$ cat src/rtl/seg_limit_arbiter_if.sv
// Bundle between the two limit-check requesters, the limit programming port and the exception unit.
interface seg_limit_arbiter_if #(
    parameter int ADDR_W  = 32,
    parameter int LIMIT_W = 20
);
    logic               r_req;
    logic [2:0]         r_seg;
    logic [1:0]         r_size;
    logic [ADDR_W-1:0]  r_ea;
    logic               r_gnt;
    logic               r_done;
    logic               r_exc;

    logic               w_req;
    logic [2:0]         w_seg;
    logic [1:0]         w_size;
    logic [ADDR_W-1:0]  w_ea;
    logic               w_gnt;
    logic               w_done;
    logic               w_exc;

    logic               flush;
    logic               lim_we;
    logic [2:0]         lim_sel;
    logic [LIMIT_W-1:0] lim_data;

    logic               fault_v;
    logic               fault_src;
    logic [2:0]         fault_seg;
    logic [ADDR_W-1:0]  fault_ea;
    logic               fault_ack;

    modport master (
        output r_req, r_seg, r_size, r_ea,
        output w_req, w_seg, w_size, w_ea,
        output flush, lim_we, lim_sel, lim_data, fault_ack,
        input  r_gnt, r_done, r_exc,
        input  w_gnt, w_done, w_exc,
        input  fault_v, fault_src, fault_seg, fault_ea
    );

    modport slave (
        input  r_req, r_seg, r_size, r_ea,
        input  w_req, w_seg, w_size, w_ea,
        input  flush, lim_we, lim_sel, lim_data, fault_ack,
        output r_gnt, r_done, r_exc,
        output w_gnt, w_done, w_exc,
        output fault_v, fault_src, fault_seg, fault_ea
    );
endinterface

$ cat src/rtl/seg_limit_arbiter.sv
// Round-robin shared segment-limit checker for the read and write stages, with a
// two-stage compare pipeline and a sticky first-fault latch for the exception unit.
module seg_limit_arbiter #(
    parameter int ADDR_W  = 32,
    parameter int LIMIT_W = 20,
    parameter bit RR_INIT = 1'b1
) (
    input logic clk,
    input logic rst_n,
    seg_limit_arbiter_if.slave bus
);
    localparam int SUM_W = ADDR_W + 1;

    // SS is never checked and its writes are dropped, so it needs no storage.
    logic [LIMIT_W-1:0] lim_es, lim_cs, lim_ds, lim_fs, lim_gs;
    logic               rr_ptr;
    logic               gnt_r, gnt_w, tie;

    logic               s1_v, s1_src;
    logic [2:0]         s1_seg;
    logic [1:0]         s1_size;
    logic [ADDR_W-1:0]  s1_ea;

    logic               s2_src;
    logic [2:0]         s2_seg;
    logic [ADDR_W-1:0]  s2_ea;
    logic               r_done, r_exc, w_done, w_exc;

    logic               fault_v, fault_src;
    logic [2:0]         fault_seg;
    logic [ADDR_W-1:0]  fault_ea;

    logic [LIMIT_W-1:0] seg_lim;
    logic               seg_checked;
    logic [SUM_W-1:0]   ea_end;
    logic               s1_exc;
    logic               s2_fault;

    assign tie   = bus.r_req & bus.w_req & ~bus.flush;
    assign gnt_r = rst_n & ~bus.flush & bus.r_req & (~bus.w_req | ~rr_ptr);
    assign gnt_w = rst_n & ~bus.flush & bus.w_req & (~bus.r_req | rr_ptr);

    always_comb begin
        seg_lim     = '0;
        seg_checked = 1'b1;
        case (s1_seg)
            3'b000:  seg_lim = lim_es;
            3'b001:  seg_lim = lim_cs;
            3'b011:  seg_lim = lim_ds;
            3'b100:  seg_lim = lim_fs;
            3'b101:  seg_lim = lim_gs;
            default: seg_checked = 1'b0;
        endcase
    end

    // Last byte touched, one bit wider so a wrap past 2^ADDR_W still faults.
    assign ea_end   = {1'b0, s1_ea} + SUM_W'((4'd1 << s1_size) - 4'd1);
    assign s1_exc   = seg_checked & (ea_end > SUM_W'(seg_lim));
    assign s2_fault = (r_done & r_exc) | (w_done & w_exc);

    always_ff @(posedge clk or negedge rst_n) begin
        if (!rst_n) begin
            lim_es    <= LIMIT_W'(20'h003ff);
            lim_cs    <= LIMIT_W'(20'h04fff);
            lim_ds    <= LIMIT_W'(20'h011ff);
            lim_fs    <= LIMIT_W'(20'h003ff);
            lim_gs    <= LIMIT_W'(20'h007ff);
            rr_ptr    <= RR_INIT;
            s1_v      <= 1'b0;
            s1_src    <= 1'b0;
            s1_seg    <= '0;
            s1_size   <= '0;
            s1_ea     <= '0;
            s2_src    <= 1'b0;
            s2_seg    <= '0;
            s2_ea     <= '0;
            r_done    <= 1'b0;
            r_exc     <= 1'b0;
            w_done    <= 1'b0;
            w_exc     <= 1'b0;
            fault_v   <= 1'b0;
            fault_src <= 1'b0;
            fault_seg <= '0;
            fault_ea  <= '0;
        end else begin
            if (bus.lim_we) begin
                case (bus.lim_sel)
                    3'b000:  lim_es <= bus.lim_data;
                    3'b001:  lim_cs <= bus.lim_data;
                    3'b011:  lim_ds <= bus.lim_data;
                    3'b100:  lim_fs <= bus.lim_data;
                    3'b101:  lim_gs <= bus.lim_data;
                    default: ;
                endcase
            end

            if (tie)
                rr_ptr <= ~rr_ptr;

            s1_v <= gnt_r | gnt_w;
            if (gnt_r | gnt_w) begin
                s1_src  <= gnt_w;
                s1_seg  <= gnt_w ? bus.w_seg  : bus.r_seg;
                s1_size <= gnt_w ? bus.w_size : bus.r_size;
                s1_ea   <= gnt_w ? bus.w_ea   : bus.r_ea;
            end

            r_done <= s1_v & ~bus.flush & ~s1_src;
            r_exc  <= s1_v & ~bus.flush & ~s1_src & s1_exc;
            w_done <= s1_v & ~bus.flush &  s1_src;
            w_exc  <= s1_v & ~bus.flush &  s1_src & s1_exc;
            s2_src <= s1_src;
            s2_seg <= s1_seg;
            s2_ea  <= s1_ea;

            // A new fault outranks a simultaneous acknowledge.
            if (s2_fault && (!fault_v || bus.fault_ack)) begin
                fault_v   <= 1'b1;
                fault_src <= s2_src;
                fault_seg <= s2_seg;
                fault_ea  <= s2_ea;
            end else if (bus.fault_ack) begin
                fault_v <= 1'b0;
            end
        end
    end

    assign bus.r_gnt     = gnt_r;
    assign bus.w_gnt     = gnt_w;
    assign bus.r_done    = r_done;
    assign bus.r_exc     = r_exc;
    assign bus.w_done    = w_done;
    assign bus.w_exc     = w_exc;
    assign bus.fault_v   = fault_v;
    assign bus.fault_src = fault_src;
    assign bus.fault_seg = fault_seg;
    assign bus.fault_ea  = fault_ea;
endmodule

$ cat src/flat_wrapper.sv
// flat-port wrapper written by rule: the top's interface ports become plain ports
module seg_limit_arbiter_flat 
#(
    parameter int ADDR_W  = 32,
    parameter int LIMIT_W = 20,
    parameter bit RR_INIT = 1'b1
)
  (clk, rst_n, bus_r_req, bus_r_seg, bus_r_size, bus_r_ea, bus_w_req, bus_w_seg, bus_w_size, bus_w_ea, bus_flush, bus_lim_we, bus_lim_sel, bus_lim_data, bus_fault_ack, bus_r_gnt, bus_r_done, bus_r_exc, bus_w_gnt, bus_w_done, bus_w_exc, bus_fault_v, bus_fault_src, bus_fault_seg, bus_fault_ea);
  seg_limit_arbiter_if #(.ADDR_W(ADDR_W), .LIMIT_W(LIMIT_W)) bus_i ();
  input logic clk;
  input logic rst_n;
  input wire logic [$bits(bus_i.r_req)-1:0] bus_r_req;
  input wire logic [$bits(bus_i.r_seg)-1:0] bus_r_seg;
  input wire logic [$bits(bus_i.r_size)-1:0] bus_r_size;
  input wire logic [$bits(bus_i.r_ea)-1:0] bus_r_ea;
  input wire logic [$bits(bus_i.w_req)-1:0] bus_w_req;
  input wire logic [$bits(bus_i.w_seg)-1:0] bus_w_seg;
  input wire logic [$bits(bus_i.w_size)-1:0] bus_w_size;
  input wire logic [$bits(bus_i.w_ea)-1:0] bus_w_ea;
  input wire logic [$bits(bus_i.flush)-1:0] bus_flush;
  input wire logic [$bits(bus_i.lim_we)-1:0] bus_lim_we;
  input wire logic [$bits(bus_i.lim_sel)-1:0] bus_lim_sel;
  input wire logic [$bits(bus_i.lim_data)-1:0] bus_lim_data;
  input wire logic [$bits(bus_i.fault_ack)-1:0] bus_fault_ack;
  output wire logic [$bits(bus_i.r_gnt)-1:0] bus_r_gnt;
  output wire logic [$bits(bus_i.r_done)-1:0] bus_r_done;
  output wire logic [$bits(bus_i.r_exc)-1:0] bus_r_exc;
  output wire logic [$bits(bus_i.w_gnt)-1:0] bus_w_gnt;
  output wire logic [$bits(bus_i.w_done)-1:0] bus_w_done;
  output wire logic [$bits(bus_i.w_exc)-1:0] bus_w_exc;
  output wire logic [$bits(bus_i.fault_v)-1:0] bus_fault_v;
  output wire logic [$bits(bus_i.fault_src)-1:0] bus_fault_src;
  output wire logic [$bits(bus_i.fault_seg)-1:0] bus_fault_seg;
  output wire logic [$bits(bus_i.fault_ea)-1:0] bus_fault_ea;
  assign bus_i.r_req = bus_r_req;
  assign bus_i.r_seg = bus_r_seg;
  assign bus_i.r_size = bus_r_size;
  assign bus_i.r_ea = bus_r_ea;
  assign bus_i.w_req = bus_w_req;
  assign bus_i.w_seg = bus_w_seg;
  assign bus_i.w_size = bus_w_size;
  assign bus_i.w_ea = bus_w_ea;
  assign bus_i.flush = bus_flush;
  assign bus_i.lim_we = bus_lim_we;
  assign bus_i.lim_sel = bus_lim_sel;
  assign bus_i.lim_data = bus_lim_data;
  assign bus_i.fault_ack = bus_fault_ack;
  assign bus_r_gnt = bus_i.r_gnt;
  assign bus_r_done = bus_i.r_done;
  assign bus_r_exc = bus_i.r_exc;
  assign bus_w_gnt = bus_i.w_gnt;
  assign bus_w_done = bus_i.w_done;
  assign bus_w_exc = bus_i.w_exc;
  assign bus_fault_v = bus_i.fault_v;
  assign bus_fault_src = bus_i.fault_src;
  assign bus_fault_seg = bus_i.fault_seg;
  assign bus_fault_ea = bus_i.fault_ea;
  seg_limit_arbiter #(.ADDR_W(ADDR_W), .LIMIT_W(LIMIT_W), .RR_INIT(RR_INIT)) u_core (.clk(clk), .rst_n(rst_n), .bus(bus_i));
endmodule
$ cat config.mk
export PLATFORM = sky130hd
export DESIGN_NAME = seg_limit_arbiter_flat
export DESIGN_NICKNAME = d
export VERILOG_FILES = /design/src/rtl/seg_limit_arbiter_if.sv /design/src/rtl/seg_limit_arbiter.sv /design/src/flat_wrapper.sv
export SDC_FILE = /design/constraint.sdc
export NUM_CORES = 1
export LEC_CHECK = 0
export CAP_MARGIN = 20
export CORE_MARGIN = 3
export CORE_UTILIZATION = 45
export DETAILED_ROUTE_END_ITERATION = 6
export PLACE_DENSITY = 0.72
export REMOVE_ABC_BUFFERS = 1
export SLEW_MARGIN = 10
export SYNTH_ARGS = -nofsm -noshare
export SYNTH_HDL_FRONTEND = slang
export SYNTH_SLANG_ARGS = --single-unit
export TNS_END_PERCENT = 5
$ cat constraint.sdc
create_clock -name clk -period 4.64 [get_ports clk]
set_clock_uncertainty 0.2 [all_clocks]
set_input_delay 1.16 -clock clk [delete_from_list [all_inputs] [get_ports clk]]
set_output_delay 1.16 -clock clk [all_outputs]
set_load 0.01 [all_outputs]
; ---- Word level (Yosys, flattened, before mapping)
; Index checks and enable logic that the tools add are counted.
; Widths: inputs -> output; s select.
[totals]
ramBits = 0
out_inout_bits = 43
elab_cells = 77
romBits = 0
latchBits = 0
inputBits = 104
ff_bits = 217
memories = 0
[classes]
add_sub_neg = 2
bitwise_logic = 24
muxes = 7
n_reduce_logical = 12
n_div = 0
mul = 0
n_eq_ne = 8
shifts = 1
n_lt_le_gt_ge = 1
[ops]
columns = operator, n
row1 = $pmux 20 s5, 1
row2 = $add 32x33->33, 1
row3 = $gt 33x20->1, 1
row4 = $shl 1x2->33 const A, 1
row5 = $sub 33x1->33 const B, 1
row6 = $mux 32, 1
row7 = $and 1x1->1, 15
row8 = $eq 3x3->1 const B, 4
row9 = $reduce_and 2->1, 5
row10 = $eq 3x1->1 const B, 2
row11 = $eq 3x2->1 const B, 2
row12 = $logic_not 3->1, 2
row13 = $not 1->1, 5
row14 = $reduce_or 5->1, 1
row15 = $or 1x1->1, 4
row16 = $mux 1, 3
row17 = $mux 3, 1
row18 = $mux 2, 1
row19 = $reduce_bool 2->1, 1
row20 = $logic_and 1x1->1, 1
row21 = $logic_not 1->1, 1
row22 = $logic_or 1x1->1, 1

; ---- Longest topological paths before layout
; Gate-level depths: netlist (run 1).
[logic_depth]
depth_word = 6
depth_mapped = 25
depth_no_buf = 25

; ---- Least setup slack after synthesis (run 1)
; Ideal clock, no wire load.
[synth_timing]
path_type = flip-flop to flip-flop
startpoint = register u_core.s1_size[1]
endpoint = register u_core.r_exc (netlist: u_core.bus.r_exc)
period_less_slack_ns = 4.669
path_buffers = 0
arrival_time_ns = 4.350
setup_time_ns = 0.119
setup_slack_ns = -0.029
path_stages_with_launch = 26
required_time_ns = 4.321
path_cell_list = dfrtp_1 -> nand2b_1 -> ha_1 -> inv_1 -> ha_1 -> inv_1 -> fa_1 -> nor2b_1 -> o21ba_2 -> o21a_1 -> a221o_1 -> nand3_1 -> nand2_1 -> a31oi_1 -> o21ai_0 -> xor2_1 -> ha_1 -> nand3_1 -> nor2_1 -> and3_1 -> o32ai_1 -> nor4_1 -> nand3_1 -> nor4b_2 -> a41oi_2 -> and2_1
[synth_via]
elab_chain_cells = 6
[synth_rtl]
columns = item, line
row1 = "start, declared", seg_limit_arbiter.sv:21  ; logic [1:0] s1_size;
row2 = "start signal, assigned", seg_limit_arbiter.sv:104  ; s1_size <= gnt_w ? bus.w_size : bus.r_size;
row3 = $shl 1x2->33, seg_limit_arbiter.sv:57  ; assign ea_end = {1'b0, s1_ea} + SUM_W'((4'd1 << s1_size) - 4'd1);
row4 = $sub 33x1->33, seg_limit_arbiter.sv:57
row5 = $add 32x33->33, seg_limit_arbiter.sv:57
row6 = $gt 33x20->1, seg_limit_arbiter.sv:58  ; assign s1_exc = seg_checked & (ea_end > SUM_W'(seg_lim));
row7 = $and 1x1->1, seg_limit_arbiter.sv:58
row8 = $and 1x1->1, seg_limit_arbiter.sv:109  ; r_exc <= s1_v & ~bus.flush & ~s1_src & s1_exc;
row9 = "end signal, assigned", seg_limit_arbiter.sv:109
row10 = "end, declared", seg_limit_arbiter.sv:27  ; logic r_done, r_exc, w_done, w_exc;
; Every way passes these cells.
; A chain may end at the register's enable or synchronous reset.

; ---- Worst setup path in the final report (run 1)
[layout_timing]
startpoint = register u_core.s1_size[0]
endpoint = register u_core.w_exc (netlist: u_core.bus.w_exc)
[layout_via]
elab_chain_cells = 6
[layout_rtl]
columns = item, line
row1 = $shl 1x2->33, seg_limit_arbiter.sv:57
row2 = $sub 33x1->33, seg_limit_arbiter.sv:57
row3 = $add 32x33->33, seg_limit_arbiter.sv:57
row4 = $gt 33x20->1, seg_limit_arbiter.sv:58
row5 = $and 1x1->1, seg_limit_arbiter.sv:58
row6 = $and 1x1->1, seg_limit_arbiter.sv:111  ; w_exc <= s1_v & ~bus.flush & s1_src & s1_exc;
row7 = "end signal, assigned", seg_limit_arbiter.sv:111
row8 = "end, declared", seg_limit_arbiter.sv:27
; Every way passes these cells.

==> flow_summary.toml, run 1 <==
[die]
die_y_microns = 164.1
start_util = 0.4600
rows = 57
die_width_microns = 164.1
ios = 147
core_sq_mm = 0.02446
dieArea_sq_mm = 0.02694

[pwr]
p_int_mw = 5.660
clockPowerShare = 0.197
switching_power_mw = 3.389
peakVddDrop_v = 0.0003204
power.leakage_nw = 5.922
p_seq_frac = 0.305
fin_total_pwr_mw = 9.049
power_density_mw_per_mm2 = 640.6
swShare = 0.3745
power_frac_comb = 0.498

[route]
route.detailed.drc = 0
wl_met1_microns = 11720
drt_iter0_drc = 437
drt_pass1_iterations = 5
wl_microns = 25600
vias = 7928
vias_per_cell = 5.471
wl_met3_microns = 1131
wl_per_cell_microns = 17.66
dr_wl_met2_microns = 12170
drtAntennaViolNets = 0
top_layer_used = "met4"

[grt]
antenna_found_initial = 0
overflow = 0
grt_pass1_wl_microns = 41260
grt_pass1_vias = 8022
track_usage = 0.1902
grt_max_degree = 143

[timing]
maxSlewHeadroom = 0.4580
finalCritPeriodShare = 1.029
hold_viol = 0
min_period_ps = 4777
clock.fmax_ghz = 0.2094
slew_violations = 0
setup_ws_ps = -136.5
setup_viol = 2
worst_pin_slew_ps = 813.0
grt_setup_unrepaired = "true"

[clock_network]
clockRootBuffer = "clkbuf_16"
cts_hold_buf = 0
clkLatencyLatePin_ps = 530
cts_buffers = 24
clock-sinks = 217
cts.clk_slew.worst_paths_ps = 60
clk_path_buf_depth = 3
cts_tree = "built"
htreeDepth = 1

[logic_synthesis]
yosys.area_share.simple = 0.06905
ys_seq_elements = 217
synth_compound_area_frac = 0.1149
synth_top_cell_area_share = 0.3602
yosysWarnings = 0
synth_top_family_by_area = "multiplexers"
synth.most_common_cell = "dfrtp_1"
synth-edff-count = 0
synth_area_leaders = "dfrtp_1 (36%), mux2_2 (14%), dfstp_2 (13%), ha_1 (6.1%), mux4_2 (4.0%)"
synthAdderAreaFrac = 0.06293
synthArstFlopShare = 1.000
synth-xor-area-share = 0.01790
ys_types = 78
syn_inst = 952
synth_top_area_cell = "dfrtp_1"
ys.flop_type = "dfrtp_1"
synthTopCellsByCount = "dfrtp_1 (162), mux2_2 (136), nand2_1 (76)"
netlist_area_sq_mm = 0.01125
ys_seq_area_frac = 0.4887
synthMuxAreaShare = 0.2090
synth.avg_cell_area_sq_um = 11.82

[critical_path]
crit_end = "u_core.bus.w_exc"
r2r_setup_slack_ps = -140
cp_data_required_time_ps = 4860
crit_path_start = "u_core.s1_size[0]"
path_max_fanout = 5
reg2reg_depth = 21
end_kind = "register"
crit_path_start_kind = "register"
criticalPathCategory = "register to register"
reg2reg_from = "u_core.s1_size[0]"
worstPathArrival_ps = 5000
timing.rr.end = "u_core.bus.w_exc"

[cells_and_area]
n_antenna_cell = 0
area_growth_pct = 25.54
drive_above_1_share = 0.2827
fin_area_sq_mm = 0.01413
nets = 1267
layoutNonFillerInstCount = 1449

[hold_path]
holdCritPathClass = "register to register"

[outcome]
violations = "negative setup slack"
status = "finished with violations"

[place]
port_buffers = 146
dpl_cell_area_sq_mm = 0.01323
place_ws_ps = -302.5
dp_cells = 1403
gp_congestion = 0.9273
dp.final_hpwl_microns = 17750

[flow_run]
cap_violations = 0
[worst min-delay path by stage]
stage                     slack [ps]  cells after the start                       to              from
after floorplan                  170                      0          u_core.s2_ea[0]   u_core.s1_ea[0]
after global placement           160                      0         u_core.s2_seg[2]  u_core.s1_seg[2]
after detailed placement         170                      0         u_core.s2_seg[2]  u_core.s1_seg[2]
after CTS                        190                      0         u_core.s2_seg[2]  u_core.s1_seg[2]
after global routing             200                      1  u_core.bus.fault_seg[2]             rst_n
final                            180                      0         u_core.s2_seg[2]  u_core.s1_seg[2]
[per-stage QoR]
stage / hold slack (ps) / TNS [ps] / util
5_1_grt: 199.4 / -869.2 / 0.5775
6_report: 180.5 / -268.7 / 0.5775
3_5_place_dp: 172.8 / -598.1 / 0.5410
3_3_place_gp: 159.4 / -217.0 / 0.5410
2_1_floorplan: 173.2 / -70780 / -
4_1_cts: 186.6 / -393.1 / 0.5766
[logic make-up after synthesis]
logic type / Yosys count
AND/OR/NAND/NOR: 161
buffers and inverters: 104
AO/OA/AOI/OAI: 198
adder cells (fa/ha/maj): 56
XOR/XNOR: 23
flip-flops: 217
multiplexers: 193
[flip-flops by register name (all words and copies together) (netlist names), 2 cells and up]
name and flops:
u_core.s1_size 2, u_core.s1_ea 32, u_core.lim_ds 20, u_core.lim_cs 20
u_core.s1_seg 3, u_core.bus.fault_seg 3, u_core.lim_es 20, u_core.s2_seg 3
u_core.lim_fs 20, u_core.bus.fault_ea 32, u_core.s2_ea 32, u_core.lim_gs 20
[cell type report]
class / count / area (sq um)
fillers: 2017 / 10330
well taps: 324 / 405.4
multi-input cells: 631 / 5515
inverters: 56 / 212.7
clock inverters: 11 / 105.1
flip-flops and latches: 217 / 5500
clock buffers: 33 / 644.4
repair buffers: 177 / 1744
[what timing repair did]
| action | 4_1_cts | 5_1_grt |
|---|---|---|
| setup endpoints to repair | 2 | 2 |
| gates resized for setup | 23 | 5 |
| setup buffers | 2 | 0 |
| pin swaps | 20 | 3 |
| cloned | 0 | 0 |
[power by group through the flow]
stage	Combinational, mW	Clock, mW	Sequential [mW]
after floorplan	2.98	0	2.75
after global placement	4.16	0	2.76
after detailed placement	4.28	0	2.79
after CTS	4.49	1.85	2.77
after global routing	5.05	1.92	2.83
final	4.50	1.79	2.76
[routing by layer]
layer,global-route usage,up-vias
li1,-,3771
met1,0.2634,3946
met2,0.3170,167
met3,0.02497,44
met4,0.04998,0
met5,0,-
[critical path, stage by stage, from the launching register on]
cell and delay, ps:
dfrtp_2 440, buf_6 130, nand2b_1 130, ha_1 300
inv_1 50, ha_1 300, a211oi_1 340, o311a_4 250
nor2_1 70, a21o_1 190, a21oi_1 160, xnor2_1 140
ha_1 260, a21oi_1 130, nor2_1 70, a2111oi_0 470
a221oi_1 190, a21oi_1 180, nand3_1 90, nor4b_2 250
a41oi_2 160, and2_1 160
[layout by cell type, fill, tap and decap left out, drive strengths merged, types with 9 or more instances in the layout]
cell type,synthesis,layout
clkdlybuf4s50,1,145
xnor2,16,16
clkinv,0,9
nand2,77,77
inv,56,57
mux2,136,136
dfstp,55,55
ha,55,55
dfrtp,162,162
nand4,10,10
clkbuf,39,33
mux4,20,20
a22oi,21,21
a21oi,44,44
nor2,22,22
buf,7,32
nand3,13,13
a21o,12,12
mux2i,37,37
o21a,9,9
o21ai,62,62
Power figures use the tool's default switching activity.
==> inputs of run 2 (changes only) <==
- SETUP_SLACK_MARGIN: default -> 0.15
==> results of run 2 <==
No change in the layout: final DEF, timing and power equal those of run 1.
